### config.mk
export PLATFORM = sky130hd
export DESIGN_NAME = pipe_stage_reg
export DESIGN_NICKNAME = d
export VERILOG_FILES = /design/src/rtl/pipe_stage_reg.sv
export SDC_FILE = /design/constraint.sdc
export NUM_CORES = 1
export LEC_CHECK = 0
export ABC_AREA = 1
export CORE_MARGIN = 2
export CORE_UTILIZATION = 56
export DETAILED_ROUTE_END_ITERATION = 6
export PLACE_DENSITY = 0.9
export SLEW_MARGIN = 20
export SYNTH_ARGS = -nofsm -noshare
export SYNTH_HDL_FRONTEND = slang
export SYNTH_SLANG_ARGS = --single-unit
### constraint.sdc
create_clock -name clk -period 7.7 [get_ports clk]
set_input_delay 1.925 -clock clk [delete_from_list [all_inputs] [get_ports clk]]
set_output_delay 1.925 -clock clk [all_outputs]
set_load 0.05 [all_outputs]
### src/rtl/pipe_stage_reg.sv
// Two-entry skid-buffered pipeline register with valid/ready handshake,
// flush squash of held control bits and a saturating back-pressure counter.
module pipe_stage_reg #(
    parameter int DATA_W  = 32,
    parameter int CTRL_W  = 3,
    parameter int STALL_W = 16
) (
    input  logic               clk,
    input  logic               rst,
    input  logic               flush,
    input  logic               in_valid,
    output logic               in_ready,
    input  logic [CTRL_W-1:0]  in_ctrl,
    input  logic [DATA_W-1:0]  in_data,
    output logic               out_valid,
    input  logic               out_ready,
    output logic [CTRL_W-1:0]  out_ctrl,
    output logic [DATA_W-1:0]  out_data,
    output logic [STALL_W-1:0] stall_cnt
);

    typedef enum logic [1:0] {
        EMPTY = 2'd0,
        ONE   = 2'd1,
        TWO   = 2'd2
    } state_t;

    state_t              state_reg;
    state_t              state_next;
    logic [CTRL_W-1:0]   main_ctrl_reg;
    logic [DATA_W-1:0]   main_data_reg;
    logic [CTRL_W-1:0]   skid_ctrl_reg;
    logic [DATA_W-1:0]   skid_data_reg;
    logic [STALL_W-1:0]  stall_cnt_reg;
    logic                accept;
    logic                take;

    assign accept = in_valid && in_ready;
    assign take   = out_valid && out_ready;

    // State register
    always_ff @(posedge clk or posedge rst) begin
        if (rst) begin
            state_reg <= EMPTY;
        end else begin
            state_reg <= state_next;
        end
    end

    // Next-state logic; flush overrides any handshake in the same cycle
    always_comb begin
        state_next = state_reg;
        if (flush) begin
            state_next = EMPTY;
        end else begin
            case (state_reg)
                EMPTY: if (accept) state_next = ONE;
                ONE: begin
                    if (accept && !take)      state_next = TWO;
                    else if (!accept && take) state_next = EMPTY;
                end
                TWO: if (take) state_next = ONE;
                default: state_next = EMPTY;
            endcase
        end
    end

    // Outputs depend only on registered state (in_ready has no path from out_ready)
    always_comb begin
        in_ready  = (state_reg != TWO) && !rst;
        out_valid = (state_reg != EMPTY);
        out_ctrl  = out_valid ? main_ctrl_reg : '0;
        out_data  = main_data_reg;
        stall_cnt = stall_cnt_reg;
    end

    // Entry storage: MAIN is presented, SKID catches the overflow entry
    always_ff @(posedge clk or posedge rst) begin
        if (rst) begin
            main_ctrl_reg <= '0;
            main_data_reg <= '0;
            skid_ctrl_reg <= '0;
            skid_data_reg <= '0;
        end else if (flush) begin
            main_ctrl_reg <= '0;
            skid_ctrl_reg <= '0;
        end else begin
            case (state_reg)
                EMPTY: begin
                    if (accept) begin
                        main_ctrl_reg <= in_ctrl;
                        main_data_reg <= in_data;
                    end
                end
                ONE: begin
                    if (accept && take) begin
                        main_ctrl_reg <= in_ctrl;
                        main_data_reg <= in_data;
                    end else if (accept) begin
                        skid_ctrl_reg <= in_ctrl;
                        skid_data_reg <= in_data;
                    end
                end
                TWO: begin
                    if (take) begin
                        main_ctrl_reg <= skid_ctrl_reg;
                        main_data_reg <= skid_data_reg;
                    end
                end
                default: ;
            endcase
        end
    end

    // Back-pressure counter saturates and ignores flush
    always_ff @(posedge clk or posedge rst) begin
        if (rst) begin
            stall_cnt_reg <= '0;
        end else if (out_valid && !out_ready && (stall_cnt_reg != {STALL_W{1'b1}})) begin
            stall_cnt_reg <= stall_cnt_reg + 1'b1;
        end
    end

endmodule

==> results of run 1 <==
[placed cells by master, fill, tap and decap left out, types with 2 or more instances in the layout]
cell	instances
nand2_1	314
clkdlybuf4s50_1	92
dfrtp_1	88
nand3_1	47
nand4_1	41
nor2_1	20
inv_1	18
clkbuf_8	10
o21ai_1	7
o21ai_0	5
inv_2	4
nor2_2	4
nand2_2	3
nand2_4	2
xnor2_1	2
xor2_1	2
clkinv_4	2
bufinv_16	2
clkinvlp_4	2
buf_4	2
[per-stage QoR]
| stage | instances | setup WS, ps | power (uW) |
|---|---|---|---|
| after floorplan | 602 | 2870 | 984 |
| after global placement | 764 | 2490 | 1160 |
| after detailed placement | 764 | 2430 | 1180 |
| after CTS | 780 | 2420 | 1540 |
| after global routing | 780 | 2420 | 1610 |
| final | 780 | 2450 | 1540 |
[final timing paths]
kind / from / to / slack, ps
worst max-delay path: rst / in_ready / 2450
max in group asynchronous: rst / out_data[25] / 4600
worst max register to register: state_reg[0] / out_data[30] / 4830
worst min-delay path: out_data[10] / out_data[10] / 470
worst min register to register: out_data[10] / out_data[10] / 470
min in group asynchronous: rst / out_data[12] / 1930
[cell families (layout without fill, tap and decap cells)]
kind of cell / count (synthesis) / after routing / share of synthesized area (%)
fa+ha+maj: 1 / 1 / 0.277
buf+inv: 57 / 133 / 6.51
flops: 88 / 88 / 48.7
simple gates: 436 / 436 / 41.7
compound gates: 16 / 16 / 2.05
xor+xnor: 4 / 4 / 0.776
[final cells by class]
type | instances | area [um^2]
inverters | 23 | 87.6
clock inverters | 6 | 92.6
clock buffers | 10 | 138
fillers | 599 | 2160
multi-input cells | 457 | 2020
repair buffers | 94 | 936
flip-flops and latches | 88 | 2200
well taps | 102 | 128
[where the power goes]
part	switching, uW	internal [uW]
combinational	366	177
sequential	75.6	555
clock	176	193
total	618	925
[critical path, cell delays in order]
cell             delay, ps
clkdlybuf4s50_1        440
nor2_1                 130
clkdlybuf4s50_1        830
[routing by layer]
layer / vias to the layer above / global-route usage (%) / part of all wire (%)
li1: 2063 / - / -
met2: 176 / 45.4 / 51
met4: 0 / 12.6 / 1.9
met5: - / 0 / 0
met1: 2058 / 33.6 / 41
met3: 21 / 4.33 / 6.6
==> run summary, run 1 <==
syn nets: 643
share of layout cells above drive strength 1: 5.46%
min Tclk post-route: 5250 ps
largest net degree at the start of global routing: 76
I/O Buffers: 92
worst slew pin tran: 818 ps
DIE AREA: 0.00880 mm^2
Num CTS Buffers: 9
most common flop cell mapped by yosys: dfrtp_1
number of synthesized register bits: 88
Final ANT Viol Nets: 0
Final nets: 714
Final Cycle Share: 68.2%
Slew Limit Fails: 0
core area: 0.00777 mm^2
share of Yosys cell area claimed by the top area cell type: 48.7%
P per Cell Area: 275 mW/mm^2
DIE HEIGHT: 93.8 um
Clock Path Buffers: 2
placed cell area: 0.00538 mm^2
Post-synth EDFFs: 0
CTS hold repair buffers: 0
vias: 4318
CP startpoint kind: input pin
initial antenna violation count: 0
root buf cell: clkbuf_8
setup TNS: 0 ps
Final Cell Area: 0.00561 mm^2
first-pass GRT wire length: 18800 um
endpoints failing setup: 0
Worst-path clk slew: 100 ps
count leader, synth: nand2_1
Synth Warn #: 0
synth unique cells: 28
leading area contributor after synthesis: dfrtp_1
top cells by area, synth: dfrtp_1, nand2_1, nand4_1
Ant. Diodes: 0
Final Util: 72.2%
GP Congestion: 0.846
IO Pins: 93
row cnt: 32
Leakage Power: 0.00283 uW
R2R depth: 7
Clock Latency Late Sink: 360 ps
DPL Wire Length: 7170 um
Post-CTS Setup Inserts: 0
Mapped Area: 0.00452 mm^2
Max Fanout on Critical Path: 2
# DRC: 0
syn avg cell area: 7.51 um^2
f_max: 190 MHz
Post-CTS Resized: 0
die extent in x: 93.8 um
Post-Route WL: 11200 um
Max VDD drop: 0.000152 V
CTS tree: done
crit end category: primary output
WP data required: 5780 ps
Final Hold Violating Endpoints: 0
Routed WL per cell: 14.4 um
H-tree depth: 3
synthesized netlist cell count: 602
grt ovf: 0
crit path DAT: 3330 ps
final hold slack: 475 ps
sequential area share after synthesis: 48.7%
Starting Density: 58.2%
RSZ-0062 raised after global routing: false
Worst Skew: 10.8 ps
hold path cells: 2
initial DRC count: 306
Via density: 5.54
maxcap violations: 0
outcome: complete, no violations
crit path kind: in -> out
commonest cells in the netlist: nand2_1, dfrtp_1, nand3_1, nand4_1
asr flop ratio synth: 100%
clk sink count: 88
vias in the first global route: 4158
Slew headroom: 45.3%
drt first pass iters: 7
global router's overall resource usage: 26.8%
min-delay worst type: reg -> reg
Area Overhead vs Synth: 24.1%
Note: power is estimated with default switching activity, not from simulation.
==> run 2: changes to the inputs <==
CORE_UTILIZATION = 52   (was 56)
PLACE_DENSITY = 0.85   (was 0.9)
clock period = 5.1 ns   (was 7.7 ns; I/O delays follow)
==> run summary, run 2 (synthesized netlist as in run 1, its figures left out) <==
setup slack after layout: 1150 ps (-1300 ps)
P per Cell Area: 424 mW/mm^2 (+54%)
Max VDD drop: 0.000220 V (+45%)
die extent in x: 97.2 um (+3.6%)
net switching power: 906 uW (+47%)
GP Congestion: 0.825 (-2.4%)
Final nets: 714 (unchanged)
Routed WL per cell: 14.0 um (-2.5%)
crit end category: primary output
Clock Path Buffers: 2 (unchanged)
drt first pass iters: 5 (-2)
Via density: 5.42 (-2.0%)
endpoints failing setup: 0 (unchanged)
Slew Limit Fails: 0 (unchanged)
crit path DAT: 2670 ps (-660 ps)
Int Pwr: 1490 uW (+61%)
Post-Route WL: 11000 um (-1.7%)
global router's overall resource usage: 24.0% (-2.8 points)
vias in the first global route: 4135 (-0.55%)
Max Fanout on Critical Path: 2 (unchanged)
logic gate share of total power: 34.1% (-1.1 points)
crit path kind: in -> out
Final Cycle Share: 77.4%
most frequent cells in the layout: nand2_1, clkdlybuf4s50_1, dfrtp_1, nand3_1, nand4_1
Sw Ratio: 37.8% (-2.3 points)
Worst-path clk slew: 80 ps (-20 ps)
core area: 0.00855 mm^2 (+10%)
Num CTS Buffers: 9 (unchanged)
row cnt: 34 (+6.3%)
min Tclk post-route: 3950 ps
first-pass GRT wire length: 18800 um (unchanged)
Worst Skew: 10.5 ps (-0.372 ps)
share of layout cells above drive strength 1: 5.46% (unchanged)
Post-CTS Resized: 0 (unchanged)
grt ovf: 0 (unchanged)
Leakage Power: 0.00286 uW (+1.0%)
Starting Density: 52.8% (-5.3 points)
CTS hold repair buffers: 0 (unchanged)
Final Hold Violating Endpoints: 0 (unchanged)
maxcap violations: 0 (unchanged)
# DRC: 0 (unchanged)
Ant. Diodes: 0 (unchanged)
final hold slack: 473 ps (-1.94 ps)
DIE AREA: 0.00945 mm^2 (+7.4%)
DPL Wire Length: 7030 um (-2.0%)
CTS tree: done
IO Pins: 93 (unchanged)
root buf cell: clkbuf_8
commonest non-fill, non-tap cell in the layout: nand2_1
I/O Buffers: 92 (unchanged)
initial DRC count: 245 (-20%)
H-tree depth: 3 (unchanged)
power share of the clock group: 26.4% (+2.5 points)
largest net degree at the start of global routing: 87 (+14%)
Final ANT Viol Nets: 0 (unchanged)
f_max: 253 MHz
vias: 4263 (-1.3%)
Area Overhead vs Synth: 25.2%
placed cells: 770 (+0.79%)
outcome: complete, no violations
initial antenna violation count: 0 (unchanged)
Reg power frac: 39.6% (-1.3 points)
Clock Latency Late Sink: 360 ps (about the same)
WP data required: 3830 ps (-1950 ps)
CP startpoint kind: input pin
min-delay worst type: reg -> reg
setup TNS: 0 ps (unchanged)
DIE HEIGHT: 97.2 um (+3.6%)
clk sink count: 88 (unchanged)
RSZ-0062 raised after global routing: false
non-filler instance count after layout: 786 (+0.77%)
Post-CTS Setup Inserts: 0 (unchanged)
Slew headroom: 45.6% (+0.36 points)
dpl ws: 1150 ps (-1280 ps)
worst slew pin tran: 813 ps (-5.43 ps)
flop-to-flop setup slack: 2220 ps (-2610 ps)
==> run 2: changes by cell type in the layout (fill, tap and decap cells not counted) <==
cell        change
clkinv_2        +1
buf_6           +1
bufinv_16       +2
inv_4           +1
clkinvlp_4      -2
clkinv_4        -2
buf_4           -1
==> run 2: layer usage <==
layer / GRT usage [%] / part of all wire [%] / vias up
met5: 0 / 0 / -
met4: 9.94 / 2.4 / 0
met3: 4.39 / 6.7 / 22
met2: 40.7 / 49 / 146
met1: 30.4 / 42 / 2025
li1: - / - / 2070
==> run 2: path summary, 6_finish.rpt <==
kind,cells after the start,to,from
worst max-delay path,3,in_ready,rst
worst min-delay path,2,out_data[8],out_data[8]
worst max register to register,7,out_data[5],state_reg[0]
worst min register to register,2,out_data[8],out_data[8]
max in group asynchronous,3,stall_cnt[7],rst
min in group asynchronous,2,state_reg[0],rst
==> run 2: area by class of cell <==
cell class | count | area (um^2)
inverter | 23 | 88.8
multi-input combinational | 457 | 2020
timing repair buffer | 94 | 940
clock buffer | 10 | 138
fill | 736 | 2900
clock inverter | 6 | 130
tap | 108 | 135
sequential | 88 | 2200
==> run 2: critical path, stage by stage <==
cell,delay (ps)
clkdlybuf4s50_1,460
nor2_1,120
clkdlybuf4s50_1,810
==> run 2: metrics by stage <==
| stage | total power (uW) | instance area (um^2) | util (%) |
|---|---|---|---|
| detailed placement | 1780 | 5380 | 63.0 |
| global placement | 1750 | 5380 | 63.0 |
| global route | 2510 | 5660 | 66.1 |
| CTS | 2410 | 5650 | 66.1 |
| finish | 2400 | 5660 | 66.1 |
| floorplan | 1490 | 4520 | - |
==> run 2: power by group through the flow <==
stage	combinational (uW)	sequential, uW	clock, uW
after floorplan	232	1250	0
after global routing	874	969	664
after global placement	797	954	0
after detailed placement	817	960	0
final	817	948	632
after CTS	822	948	641
==> run 3: changes to the inputs <==
CORE_UTILIZATION = 47   (was 52)
PLACE_DENSITY = 0.81   (was 0.85)
clock period = 3.4 ns   (was 5.1 ns; I/O delays follow)
==> run summary, run 3 (synthesized netlist as in run 1, its figures left out) <==
GP Congestion: 0.873 (+5.8%)
endpoints failing setup: 0 (unchanged)
RSZ-0062 raised after global routing: false
Slew Limit Fails: 0 (unchanged)
most frequent cells in the layout: nand2_1, clkdlybuf4s50_1, dfrtp_1, nand3_1, nand4_1
Num CTS Buffers: 9 (unchanged)
Clock Path Buffers: 2 (unchanged)
Final Util: 60.8% (-5.3 points)
I/O Buffers: 92 (unchanged)
root buf cell: clkbuf_8
grt ovf: 0 (unchanged)
global router's overall resource usage: 21.8% (-2.2 points)
die extent in x: 102 um (+5.0%)
maxcap violations: 0 (unchanged)
CP startpoint kind: register
first-pass GRT wire length: 17900 um (-4.5%)
Final Cell Area: 0.00565 mm^2 (-0.11%)
Routed WL per cell: 13.6 um (-3.3%)
r2r endpoint: skid_data_reg[28]
WHS Endpoint: out_data[7]
initial antenna violation count: 0 (unchanged)
placed cell area: 0.00546 mm^2 (+1.4%)
Starting Density: 48.7% (-4.2 points)
crit path DAT: 1920 ps (-750 ps)
crit path kind: reg -> out
DIE AREA: 0.0104 mm^2 (+10%)
Slowest cell on crit path: clkdlybuf4s50_1
row cnt: 35 (+2.9%)
P per Cell Area: 593 mW/mm^2 (+40%)
commonest non-fill, non-tap cell in the layout: nand2_1
Max VDD drop: 0.000237 V (+7.5%)
crit end category: primary output
IO Pins: 93 (unchanged)
Leakage Power: 0.00285 uW (-0.56%)
Final Cycle Share: 81.3%
Post-Route WL: 11000 um (about the same)
CTS hold repair buffers: 0 (unchanged)
Worst Skew: 14.9 ps (+4.48 ps)
f_max: 362 MHz
DIE HEIGHT: 102 um (+5.0%)
setup TNS: 0 ps (unchanged)
Worst-path clk slew: 80 ps (about the same)
Ant. Diodes: 0 (unchanged)
CP cell instances: nor2_2 > nor2_1 > clkdlybuf4s50_1
CTS tree: done
largest net degree at the start of global routing: 55 (-37%)
Via density: 5.21 (-3.9%)
Final Hold Violating Endpoints: 0 (unchanged)
hold path cells: 2 (unchanged)
non-filler instance count after layout: 812 (+3.3%)
Post-CTS Resized: 0 (unchanged)
top sig layer: met4
Slew headroom: 49.7% (+4.1 points)
R2R depth: 7 (unchanged)
DR WL met2: 5400 um (-0.33%)
drt first pass iters: 5 (unchanged)
Fillers: 854 (+16%)
min Tclk post-route: 2770 ps
core area: 0.00928 mm^2 (+8.6%)
reg2reg start: state_reg[0]
Final nets: 719 (+0.70%)
clk sink count: 88 (unchanged)
Final ANT Viol Nets: 0 (unchanged)
placed cells: 796 (+3.4%)
WP data required: 2550 ps (-1280 ps)
vias: 4234 (-0.68%)
min-delay worst type: reg -> reg
Post-CTS Setup Inserts: 0 (unchanged)
CP max stage delay: 830 ps (+20 ps)
DPL Wire Length: 7540 um (+7.3%)
metal3 WL: 630 um (-15%)
share of layout cells above drive strength 1: 6.30% (+0.84 points)
Max Fanout on Critical Path: 5 (+3)
# DRC: 0 (unchanged)
met1 wire length: 4860 um (+5.4%)
flop-to-flop setup slack: 1170 ps (-1050 ps)
H-tree depth: 3 (unchanged)
initial DRC count: 327 (+33%)
Area Overhead vs Synth: 25.0%
Clock Latency Late Sink: 360 ps (about the same)
Crit. Startpoint: state_reg[0]
worst slew pin tran: 754 ps (-59.2 ps)
outcome: complete, no violations
vias in the first global route: 3906 (-5.5%)
min-delay src: out_data[7]
[run 3: cell count changes in the layout (fill, tap and decap cells not counted)]
cell / delta
buf_12: +1
clkbuf_8: +1
clkinv_4: +1
clkdlybuf4s50_1: -1
inv_4: -1
buf_4: +6
buf_6: -1
bufinv_16: -4
inv_6: +2
clkinvlp_4: +2
clkinv_2: -1
[run 3: metal layers]
| metal | vias to the layer above | global-route usage [%] |
|---|---|---|
| met5 | - | 0 |
| met4 | 0 | 5.95 |
| met3 | 13 | 4.04 |
| met2 | 147 | 36.2 |
| met1 | 1984 | 29.5 |
| li1 | 2090 | - |
[run 3: area by class of cell]
type	count	area (um^2)	share of cell area, %
Sequential cell	88	2200	39.0
Multi-Input combinational cell	457	2020	35.8
Timing Repair Buffer	99	983	17.4
Tap cell	129	161	2.86
Clock buffer	11	151	2.68
Inverter	23	90.1	1.59
Clock inverter	5	38.8	0.687
[run 3: metrics by stage]
stage	setup WS (ps)	hold WS (ps)	power, uW
floorplan	247	442	2230
global placement	679	453	2640
detailed placement	603	460	2680
CTS	625	481	3380
global route	536	499	3540
finish	634	476	3350
[run 3: how the worst max path moves through the flow]
stage,to,slack [ps]
final,out_ctrl[0],630
after global routing,out_ctrl[0],540
after CTS,out_ctrl[0],620
after detailed placement,stall_cnt[6],600
after global placement,stall_cnt[7],680
after floorplan,out_data[31],250
[run 3: where the power goes]
part | leakage (uW) | switching, uW | total, uW | internal [uW]
sequential | 0.00114 | 171 | 1430 | 1260
clock | 0.0000963 | 386 | 697 | 311
combinational | 0.00161 | 820 | 1230 | 406
total | 0.00285 | 1380 | 3350 | 1970
[run 3: critical path, delay by kind of cell, from the launching register on]
| family | cells | cell delay [ps] |
|---|---|---|
| buffers and inverters | 1 | 830 |
| DFF | 1 | 460 |
| and+or+nand+nor | 2 | 270 |
